--- config.mk ---
export PLATFORM = sky130hd
export DESIGN_NAME = mem_arbiter_flat
export DESIGN_NICKNAME = d
export VERILOG_FILES = /design/src/rtl/mem_arbiter_if.sv /design/src/rtl/mem_arbiter.sv /design/src/flat_wrapper.sv
export SDC_FILE = /design/constraint.sdc
export NUM_CORES = 1
export LEC_CHECK = 0
export ABC_AREA = 1
export BUFFER_PORTS_ARGS = -buffer_cell sky130_fd_sc_hd__buf_2
export CAP_MARGIN = 20
export CORE_AREA = 2 2 97 146
export DETAILED_ROUTE_END_ITERATION = 8
export DIE_AREA = 0 0 99 148
export PLACE_DENSITY = 0.8
export SLEW_MARGIN = 20
export SYNTH_ARGS = -nofsm -noshare
export SYNTH_HDL_FRONTEND = slang
export SYNTH_SLANG_ARGS = --single-unit
--- constraint.sdc ---
create_clock -name clk -period 1.6 [get_ports clk]
set_input_delay 0.16 -clock clk [delete_from_list [all_inputs] [get_ports clk]]
set_output_delay 0.16 -clock clk [all_outputs]
set_load 0.02 [all_outputs]
--- src/rtl/mem_arbiter_if.sv ---
// Bundle between the arbiter, its two requesters (fetch I, load/store D) and the shared memory.
// slave = arbiter side; master = requesters plus the memory that returns mem_rd.
interface mem_arbiter_if #(
  parameter int AW = 32,
  parameter int DW = 32
);
  logic          i_req;
  logic [AW-1:0] i_addr;
  logic          i_gnt;
  logic          i_done;
  logic [DW-1:0] i_rdata;

  logic          d_req;
  logic          d_we;
  logic          d_byte;
  logic [AW-1:0] d_addr;
  logic [DW-1:0] d_wdata;
  logic          d_gnt;
  logic          d_done;
  logic [DW-1:0] d_rdata;
  logic          d_err;

  logic          mem_we;
  logic          mem_byte_src;
  logic [AW-1:0] mem_a;
  logic [DW-1:0] mem_wd;
  logic [DW-1:0] mem_rd;

  modport slave (
    input  i_req, i_addr, d_req, d_we, d_byte, d_addr, d_wdata, mem_rd,
    output i_gnt, i_done, i_rdata, d_gnt, d_done, d_rdata, d_err,
           mem_we, mem_byte_src, mem_a, mem_wd
  );

  modport master (
    output i_req, i_addr, d_req, d_we, d_byte, d_addr, d_wdata, mem_rd,
    input  i_gnt, i_done, i_rdata, d_gnt, d_done, d_rdata, d_err,
           mem_we, mem_byte_src, mem_a, mem_wd
  );
endinterface

--- src/rtl/mem_arbiter.sv ---
// Fetch/load-store arbiter in front of a single-ported memory: gnt -> one ACCESS cycle -> done pulse (2 cycles gnt to done).
// Losing requester waits with req held; MEM_ARB_RR_EN selects round-robin instead of fixed D-over-I priority.
module mem_arbiter #(
  parameter int AW = 32,
  parameter int DW = 32
) (
  input  logic         clk,
  input  logic         reset_n,
  mem_arbiter_if.slave bus
);
  typedef enum logic [1:0] {
    IDLE   = 2'd0,
    ACCESS = 2'd1,
    RESP   = 2'd2
  } state_t;

  state_t state;
  logic   own_d;
  logic   lat_err;
  logic   arb_ok;
  logic   d_mis;
  logic   pick_d;
  logic   pick_i;
`ifdef MEM_ARB_RR_EN
  logic   last_d;
`endif

  always_comb begin
    arb_ok = reset_n && (state != ACCESS);
    d_mis  = !bus.d_byte && (bus.d_addr[1:0] != 2'b00);
`ifdef MEM_ARB_RR_EN
    pick_d = bus.d_req && !(bus.i_req && last_d);
`else
    pick_d = bus.d_req;
`endif
    pick_i = bus.i_req && !pick_d;
  end

  // gnt is shown in the arbitration cycle so the requester can drop req at the accepting edge.
  assign bus.i_gnt = arb_ok && pick_i;
  assign bus.d_gnt = arb_ok && pick_d;

  always_ff @(posedge clk or negedge reset_n) begin
    if (!reset_n) begin
      state            <= IDLE;
      own_d            <= 1'b0;
      lat_err          <= 1'b0;
      bus.i_done       <= 1'b0;
      bus.i_rdata      <= '0;
      bus.d_done       <= 1'b0;
      bus.d_err        <= 1'b0;
      bus.d_rdata      <= '0;
      bus.mem_we       <= 1'b0;
      bus.mem_byte_src <= 1'b0;
      bus.mem_a        <= '0;
      bus.mem_wd       <= '0;
`ifdef MEM_ARB_RR_EN
      last_d           <= 1'b1;
`endif
    end else begin
      bus.i_done <= 1'b0;
      bus.d_done <= 1'b0;
      bus.d_err  <= 1'b0;
      bus.mem_we <= 1'b0;
      case (state)
        IDLE, RESP: begin
          if (pick_d) begin
            state            <= ACCESS;
            own_d            <= 1'b1;
            lat_err          <= d_mis;
            bus.mem_we       <= bus.d_we && !d_mis;
            bus.mem_byte_src <= bus.d_byte;
            bus.mem_a        <= bus.d_addr;
            bus.mem_wd       <= bus.d_wdata;
`ifdef MEM_ARB_RR_EN
            last_d           <= 1'b1;
`endif
          end else if (pick_i) begin
            state            <= ACCESS;
            own_d            <= 1'b0;
            lat_err          <= 1'b0;
            bus.mem_byte_src <= 1'b0;
            bus.mem_a        <= bus.i_addr & ~AW'(3);
`ifdef MEM_ARB_RR_EN
            last_d           <= 1'b0;
`endif
          end else begin
            state <= IDLE;
          end
        end
        ACCESS: begin
          state <= RESP;
          // A misaligned word access never wrote and returns zero data with the error flag.
          if (own_d) begin
            bus.d_done  <= 1'b1;
            bus.d_err   <= lat_err;
            bus.d_rdata <= lat_err ? {DW{1'b0}} : bus.mem_rd;
          end else begin
            bus.i_done  <= 1'b1;
            bus.i_rdata <= bus.mem_rd;
          end
        end
        default: state <= IDLE;
      endcase
    end
  end
endmodule

--- src/flat_wrapper.sv ---
// flat-port wrapper written by rule: the top's interface ports become plain ports
module mem_arbiter_flat 
#(
  parameter int AW = 32,
  parameter int DW = 32
)
  (clk, reset_n, bus_i_req, bus_i_addr, bus_d_req, bus_d_we, bus_d_byte, bus_d_addr, bus_d_wdata, bus_mem_rd, bus_i_gnt, bus_i_done, bus_i_rdata, bus_d_gnt, bus_d_done, bus_d_rdata, bus_d_err, bus_mem_we, bus_mem_byte_src, bus_mem_a, bus_mem_wd);
  mem_arbiter_if #(.AW(AW), .DW(DW)) bus_i ();
  input  logic clk;
  input  logic reset_n;
  input wire logic [$bits(bus_i.i_req)-1:0] bus_i_req;
  input wire logic [$bits(bus_i.i_addr)-1:0] bus_i_addr;
  input wire logic [$bits(bus_i.d_req)-1:0] bus_d_req;
  input wire logic [$bits(bus_i.d_we)-1:0] bus_d_we;
  input wire logic [$bits(bus_i.d_byte)-1:0] bus_d_byte;
  input wire logic [$bits(bus_i.d_addr)-1:0] bus_d_addr;
  input wire logic [$bits(bus_i.d_wdata)-1:0] bus_d_wdata;
  input wire logic [$bits(bus_i.mem_rd)-1:0] bus_mem_rd;
  output wire logic [$bits(bus_i.i_gnt)-1:0] bus_i_gnt;
  output wire logic [$bits(bus_i.i_done)-1:0] bus_i_done;
  output wire logic [$bits(bus_i.i_rdata)-1:0] bus_i_rdata;
  output wire logic [$bits(bus_i.d_gnt)-1:0] bus_d_gnt;
  output wire logic [$bits(bus_i.d_done)-1:0] bus_d_done;
  output wire logic [$bits(bus_i.d_rdata)-1:0] bus_d_rdata;
  output wire logic [$bits(bus_i.d_err)-1:0] bus_d_err;
  output wire logic [$bits(bus_i.mem_we)-1:0] bus_mem_we;
  output wire logic [$bits(bus_i.mem_byte_src)-1:0] bus_mem_byte_src;
  output wire logic [$bits(bus_i.mem_a)-1:0] bus_mem_a;
  output wire logic [$bits(bus_i.mem_wd)-1:0] bus_mem_wd;
  assign bus_i.i_req = bus_i_req;
  assign bus_i.i_addr = bus_i_addr;
  assign bus_i.d_req = bus_d_req;
  assign bus_i.d_we = bus_d_we;
  assign bus_i.d_byte = bus_d_byte;
  assign bus_i.d_addr = bus_d_addr;
  assign bus_i.d_wdata = bus_d_wdata;
  assign bus_i.mem_rd = bus_mem_rd;
  assign bus_i_gnt = bus_i.i_gnt;
  assign bus_i_done = bus_i.i_done;
  assign bus_i_rdata = bus_i.i_rdata;
  assign bus_d_gnt = bus_i.d_gnt;
  assign bus_d_done = bus_i.d_done;
  assign bus_d_rdata = bus_i.d_rdata;
  assign bus_d_err = bus_i.d_err;
  assign bus_mem_we = bus_i.mem_we;
  assign bus_mem_byte_src = bus_i.mem_byte_src;
  assign bus_mem_a = bus_i.mem_a;
  assign bus_mem_wd = bus_i.mem_wd;
  mem_arbiter #(.AW(AW), .DW(DW)) u_core (.clk(clk), .reset_n(reset_n), .bus(bus_i));
endmodule
==> key figures, run 1 <==
Min path
  – Worst hold path type: in2reg

GRT
  – Initial antenna violation count: 0
  – Vias in the first global route: approximately 6000
  – Gr busiest metal: met2
  – GRT overflow: 0
  – GR Util met1: between 20% and 30%
  – First-pass GRT wire length: 29.1 mm
  – Largest net degree at the start of global routing: 69
  – Met2 usage: 42.8%
  – Met3 usage: 4.82%
  – GR Util All Layers: 24.7%

STA
  – Fin Setup TNS: 0 ns
  – Final Max Tran Viols: 0
  – Setup slack after layout: 0.104 ns
  – Final period utilization: 93.5%
  – Skew final: 0.00891 ns
  – Final setup fails: 0
  – RSZ-0062 raised after global routing: true
  – Slew headroom: 71.8%
  – Peak Freq: 0.668 GHz
  – Final hold violations: 0
  – Slew @ Worst Pin: 0.419 ns
  – Minimum clock period: 1.50 ns

Routing
  – Pre-Repair DR Iteration Count: 5
  – Average wire per standard cell: roughly 14 um
  – Vias: 6038
  – DRC viols: 0
  – Vias per inst: 4.83
  – DRT antenna net count: 0
  – Wirelength, routed: 17.9 mm
  – Iteration-0 DRC Markers: 200

Die
  – Ports: 269
  – Num rows: 52
  – Chip height: 148 um
  – Initial Util: 44.4%
  – Core area: between 10000 and 15000 um^2
  – Die footprint: 14700 um^2
  – Die span in x: 99 um

Worst setup path
  – CP delay by family, top: flip-flops
  – Critical path arrival: between 1 and 1.5 ns
  – Worst setup path category: reg2out
  – CP Cell Sequence: inv_4 -> nor2_4 -> inv_1 -> nand2_2 -> nor2_1 -> buf_2
  – CP Launch Type: flip-flop
  – Slowest Stage Delay on Critical Path: 0.44 ns
  – CP max stage cell: dfrtp_2
  – CP max FO: 3
  – CP required: 1.44 ns
  – Critical Path End Type: output pin
  – CP Buf/Inv Count: 3

Clock network
  – CTS tree: built
  – Clk root buf: clkbuf_16
  – CTS Buf Count: 17
  – Clock slew at reported path FFs: 0.06 ns
  – Max H-tree Level: 4
  – Clock Tree Buf Depth: 2
  – Clk sinks: 137
  – Worst-Skew Late Latency: approximately 0.40 ns

Layout
  – Area delta synth->final: 47.3%
  – Diodes inserted: 0
  – Commonest non-fill, non-tap cell in the layout: nand2_1
  – Finished Layout Cells: 1249
  – Final core occ: about two thirds
  – Nets: about 1200
  – Share of cells above drive strength 1: 29.5%
  – Commonest cells after routing, fill and taps aside: 391 x nand2_1, 264 x buf_2, 136 x dfrtp_1
  – FILL cells: 1095

Power and ir drop
  – PwrDens: 1660 nW/um^2
  – Max VDD drop: 0.000929 V
  – Total Power: 14.5 mW
  – LEAKAGE: 5.21 nW

Placement
  – Placed cells: 1155
  – Dpl hpwl: 11.5 mm
  – Gpl congestion: 0.875
  – Dpl ws: 0.218 ns
  – Port-buffer cells: 266

Yosys
  – Mapped Cells: 758
  – Register area share after synthesis: a little under 60%
  – Area contributors post-synth: dfrtp_1 58%, nand2_1 25%, nand3_1 8.3%
  – Syn Nets: 892
  – Synth warnings: 0
  – Biggest area consumer among synthesized cells: dfrtp_1
  – Mapped Area: 5930 um^2
  – Synth Area per Inst: 7.82 um^2
  – Yosys cell types: 13
  – Post-synth top area share: 57.9%
  – #FFs+latches synth: 137

Job
  – Max-cap violation count: 0

Status
  – Status: finished, final reports clean
-- power by group --
group	internal (mW)	switching (mW)
combinational	1.72	3.39
sequential	4.62	0.613
clock	2.65	1.47
total	8.99	5.48
-- layout make-up --
| type | count | area, um^2 | share of cell area (%) |
|---|---|---|---|
| flip-flops and latches | 137 | 3430 | 39.3 |
| repair buffers | 345 | 2170 | 24.9 |
| multi-input cells | 531 | 2140 | 24.5 |
| clock buffers | 20 | 447 | 5.12 |
| well taps | 162 | 203 | 2.32 |
| clock inverters | 11 | 173 | 1.98 |
| inverters | 43 | 164 | 1.88 |
-- through the flow --
stage               area, um^2  hold slack, ns
floorplan                 5930          -0.136
global placement          7470         0.00998
detailed placement        7470          0.0172
CTS                       8700         0.00149
global route              8730          0.0140
finish                    8730         0.00222
-- synth_stat cells --
library cell,number
clkbuf_1,24
buf_2,22
dfrtp_1,137
nor2_4,1
nor2_2,1
inv_2,2
nor2_1,36
a21oi_1,1
buf_4,1
o21ai_0,1
inv_1,41
nand3_1,98
nand2_1,393
-- per-layer routing --
metal	vias up	part of all wire [%]
li1	2949	-
met1	2797	37
met2	234	54
met3	58	4.8
met4	0	4.0
met5	-	0
-- flip-flops by register name (all words and copies together), names as in the netlist --
name,cells
u_core.bus.d_done,1
u_core.bus.d_err,1
u_core.bus.d_rdata,32
u_core.bus.i_done,1
u_core.bus.i_rdata,32
u_core.bus.mem_a,32
u_core.bus.mem_byte_src,1
u_core.bus.mem_wd,32
u_core.bus.mem_we,1
u_core.lat_err,1
u_core.own_d,1
u_core.state,2
-- worst paths after layout --
check	from	endpoint	slack, ns	cells past startpoint
max reg2reg	u_core.state[0]$_DFF_PN0_	u_core.bus.mem_a[13]$_DFFE_PN0P_	0.16	6
max	u_core.state[0]$_DFF_PN0_	bus_i_gnt	0.10	6
min	bus_mem_rd[29]	u_core.bus.i_rdata[29]$_DFFE_PN0P_	0.002	3
min reg2reg	u_core.bus.mem_a[1]$_DFFE_PN0P_	u_core.bus.mem_a[1]$_DFFE_PN0P_	0.47	2
min in group asynchronous	reset_n	u_core.bus.mem_a[1]$_DFFE_PN0P_	0.17	2
max in group asynchronous	reset_n	u_core.state[0]$_DFF_PN0_	0.77	3
-- worst min-delay path, delay by kind of cell --
kind          cells  cell delay (ns)
buf+inv           1             0.09
simple gates      2             0.12
-- cell families after synthesis --
kind of cell	count (synthesis)	share of synthesized area (%)
simple gates	529	35.7
flops	137	57.9
compound gates	2	0.169
buf+inv	90	6.23
-- what timing repair did --
action | CTS | global route
buffers inserted | 0 | 2
endpoints found under the setup margin | 0 | 2
resized for setup | 0 | 5
hold buffers | 61 | 0
endpoints found under the hold margin | 197 | 0
Note: power is estimated with default switching activity, not from simulation.
==> run 2, diff against run 1 <==
- ABC_AREA: 1 -> 0
- CORE_AREA: 2 2 97 146 -> 2 2 95 143
- DIE_AREA: 0 0 99 148 -> 0 0 97 145
- GPL_TIMING_DRIVEN: not set -> 0
- PLACE_DENSITY: 0.8 -> 0.81
==> key figures, run 2 <==
Yosys
  – Post-synth top area share: 60.1% (was 57.9%)
  – Commonest cells post-synth: 149 x mux2_2, 137 x dfrtp_1, 34 x nor2b_1, 10 x buf_6 (was 393 x nand2_1, 137 x dfrtp_1, 98 x nand3_1, 41 x inv_1, 36 x nor2_1)
  – Register area share after synthesis: 60.1% (was 57.9%)
  – Mapped Area: 5710 um^2 (was 5930 um^2)
  – Dominant cell by count in the synthesized netlist: mux2_2 (was nand2_1)
  – Yosys cell types: 20 (was 13)
  – Synth Area per Inst: 15.7 um^2 (was 7.82 um^2)
  – Ys async rst share: 100% (unchanged)
  – Synth warnings: 0 (unchanged)
  – #FFs+latches synth: 137 (unchanged)
  – Syn Nets: 498 (was 892)
  – Biggest area consumer among synthesized cells: dfrtp_1 (unchanged)
  – Mapped Cells: 364 (was 758)
  – Area contributors post-synth: dfrtp_1 60%, mux2_2 29%, nor2b_1 3.7% (was dfrtp_1 58%, nand2_1 25%, nand3_1 8.3%)
  – Main synth FF type: dfrtp_1 (unchanged)
  – EDFF count, synth: 0 (unchanged)

Die
  – Core area: 12800 um^2 (was 13300 um^2)
  – Die span in x: 97 um (was 99 um)
  – Ports: 269 (unchanged)
  – Initial Util: 44.5% (was 44.4%)
  – Num rows: 51 (was 52)
  – Chip height: 145 um (was 148 um)
  – Die footprint: 14100 um^2 (was 14700 um^2)

Placement
  – Gpl congestion: 0.756 (was 0.875)
  – Dpl hpwl: 10.5 mm (was 11.5 mm)
  – Placed cells: 789 (was 1155)
  – Port-buffer cells: 265 (was 266)

Routing
  – Iteration-0 DRC Markers: 62 (was 200)
  – DRC viols: 0 (unchanged)
  – Pre-Repair DR Iteration Count: 4 (was 5)
  – DRT antenna net count: 0 (unchanged)
  – Average wire per standard cell: 16.9 um (was 14.3 um)
  – Vias: 4285 (was 6038)
  – Wirelength, routed: 14.9 mm (was 17.9 mm)
  – Vias per inst: 4.86 (was 4.83)

Worst setup path
  – Reg2reg start: u_core.state[0]$_DFF_PN0_ (unchanged)
  – CP required: 1.44 ns (about the same)
  – R2R Path End: u_core.bus.mem_a[21]$_DFFE_PN0P_ (was u_core.bus.mem_a[13]$_DFFE_PN0P_)
  – CP max FO: 7 (was 3)
  – CP startpoint: u_core.state[0]$_DFF_PN0_ (unchanged)
  – Critical Path End Type: output pin (unchanged)
  – Reg2Reg Setup Slack: 0.07 ns (was 0.16 ns)
  – CP Launch Type: flip-flop (unchanged)
  – Critical path arrival: 1.42 ns (was 1.34 ns)
  – Worst setup path category: reg2out (unchanged)
  – R2R depth: 4 (was 6)

STA
  – Skew final: 0.00848 ns (was 0.00891 ns)
  – Peak Freq: 0.634 GHz (was 0.668 GHz)
  – RSZ-0062 raised after global routing: true (unchanged)
  – Final hold violations: 64 (was 0)
  – Minimum clock period: 1.58 ns (was 1.50 ns)
  – Slew headroom: 65.4% (was 71.8%)
  – Final hold slack: -0.303 ns (was 0.00222 ns)
  – Slew @ Worst Pin: 0.519 ns (was 0.419 ns)
  – Fin Setup TNS: 0 ns (unchanged)
  – Final setup fails: 0 (unchanged)
  – Final period utilization: 98.5% (was 93.5%)
  – Final Max Tran Viols: 0 (unchanged)

Layout
  – Nets: 846 (was 1209)
  – Commonest non-fill, non-tap cell in the layout: buf_2 (was nand2_1)
  – FILL cells: 929 (was 1095)
  – Final core occ: 66.6% (was 65.5%)
  – Finished Layout Cells: 882 (was 1249)
  – Diodes inserted: 0 (unchanged)
  – Area delta synth->final: 49.7% (was 47.3%)
  – Share of cells above drive strength 1: 64.7% (was 29.5%)
  – Commonest cells after routing, fill and taps aside: 267 x buf_2, 149 x mux2_2, 136 x dfrtp_1 (was 391 x nand2_1, 264 x buf_2, 136 x dfrtp_1)

GRT
  – GR Util All Layers: 22.0% (was 24.7%)
  – Largest net degree at the start of global routing: 74 (was 69)
  – GRT overflow: 0 (unchanged)
  – First-pass GRT wire length: 24.6 mm (was 29.1 mm)
  – Initial antenna violation count: 0 (unchanged)
  – Vias in the first global route: 4811 (was 6049)

Power and ir drop
  – Clock power frac: 29.4% (was 28.5%)
  – Max VDD drop: 0.000725 V (was 0.000929 V)
  – Switch share: 33.4% (was 37.9%)
  – PwrDens: 1610 nW/um^2 (was 1660 nW/um^2)
  – Total Power: 13.7 mW (was 14.5 mW)
  – NetSw: 4.58 mW (was 5.48 mW)
  – Comb power frac: 33.3% (was 35.3%)
  – Part of the power in registers: 37.4% (was 36.2%)
  – Pint: 9.15 mW (was 8.99 mW)
  – LEAKAGE: 4.14 nW (was 5.21 nW)

Clock network
  – Hold buffer count at cts: 62 (was 61)
  – Worst-Skew Late Latency: 0.41 ns (was 0.40 ns)
  – CTS tree: built (unchanged)
  – Max H-tree Level: 4 (unchanged)
  – Clock slew at reported path FFs: 0.06 ns (about the same)
  – CTS Buf Count: 17 (unchanged)
  – Clk root buf: clkbuf_16 (unchanged)
  – Clock Tree Buf Depth: 2 (unchanged)
  – Clk sinks: 137 (unchanged)

Min path
  – Worst hold path type: in2async (was in2reg)

Status
  – Failing checks: negative hold slack
  – Status: finished, violations left (was finished, final reports clean)

Job
  – Max-cap violation count: 0 (unchanged)
==> run 2: stage by stage <==
step	instance area (um^2)	worst slack (ns)	hold slack (ns)
CTS	8510	-0.0433	-0.285
detailed placement	7270	0.0435	0.151
global placement	7230	-1.60	0.380
floorplan	5710	0.170	-0.136
finish	8540	0.0235	-0.303
global route	8540	-0.0887	-0.280
==> run 2: routing by layer <==
layer / global-route usage, % / share of wire [%] / up-vias
met5: 0 / 0 / -
met4: 8.03 / 1.9 / 0
met3: 4.58 / 5.3 / 22
met2: 41.3 / 56 / 166
met1: 24.0 / 36 / 2129
li1: - / - / 1968
==> run 2: critical path, stage by stage (launching register included) <==
cell and delay [ns]:
dfrtp_2 0.44, nor2b_4 0.15, nor4bb_2 0.25, buf_4 0.18
==> run 2: power by group through the flow <==
stage               clock (mW)  sequential, mW  combinational [mW]
floorplan                    0            6.49                1.36
global placement             0            5.09                4.32
detailed placement           0            5.17                4.45
CTS                       4.10            5.12                4.57
global route              4.29            5.28                4.84
finish                    4.03            5.13                4.57
==> run 2: how the worst max path moves through the flow <==
| stage | end | slack, ns | depth (start not counted) |
|---|---|---|---|
| 2_1_floorplan | bus_i_gnt | 0.17 | 2 |
| 6_report | bus_i_gnt | 0.02 | 3 |
| 3_3_place_gp | bus_i_gnt | -1.60 | 3 |
| 5_1_grt | bus_i_gnt | -0.09 | 3 |
| 4_1_cts | bus_i_gnt | -0.04 | 3 |
| 3_5_place_dp | u_core.bus.i_rdata[19]$_DFFE_PN0P_ | 0.04 | 3 |
==> run 2: area by class of cell <==
cell class	instances	area [um^2]	area share, %
clock inverters	12	178	2.08
plain buffers	21	174	2.04
flip-flops and latches	137	3430	40.1
inverters	1	3.75	0.0439
well taps	159	199	2.33
multi-input cells	205	2120	24.9
clock buffers	18	429	5.02
repair buffers	329	2010	23.5
==> run 2: cell families after synthesis <==
kind of cell	Yosys count	synth area share, %
compound gates	7	1.21
flops	137	60.1
simple gates	42	4.98
buf+inv	22	2.98
mux	156	30.8
==> run 2: what timing repair did <==
item                       CTS  global route
resized for setup            2             6
setup endpoints to repair    2            74
buffers inserted             0             1
hold endpoints to repair   126            64
pin swaps                    1             1
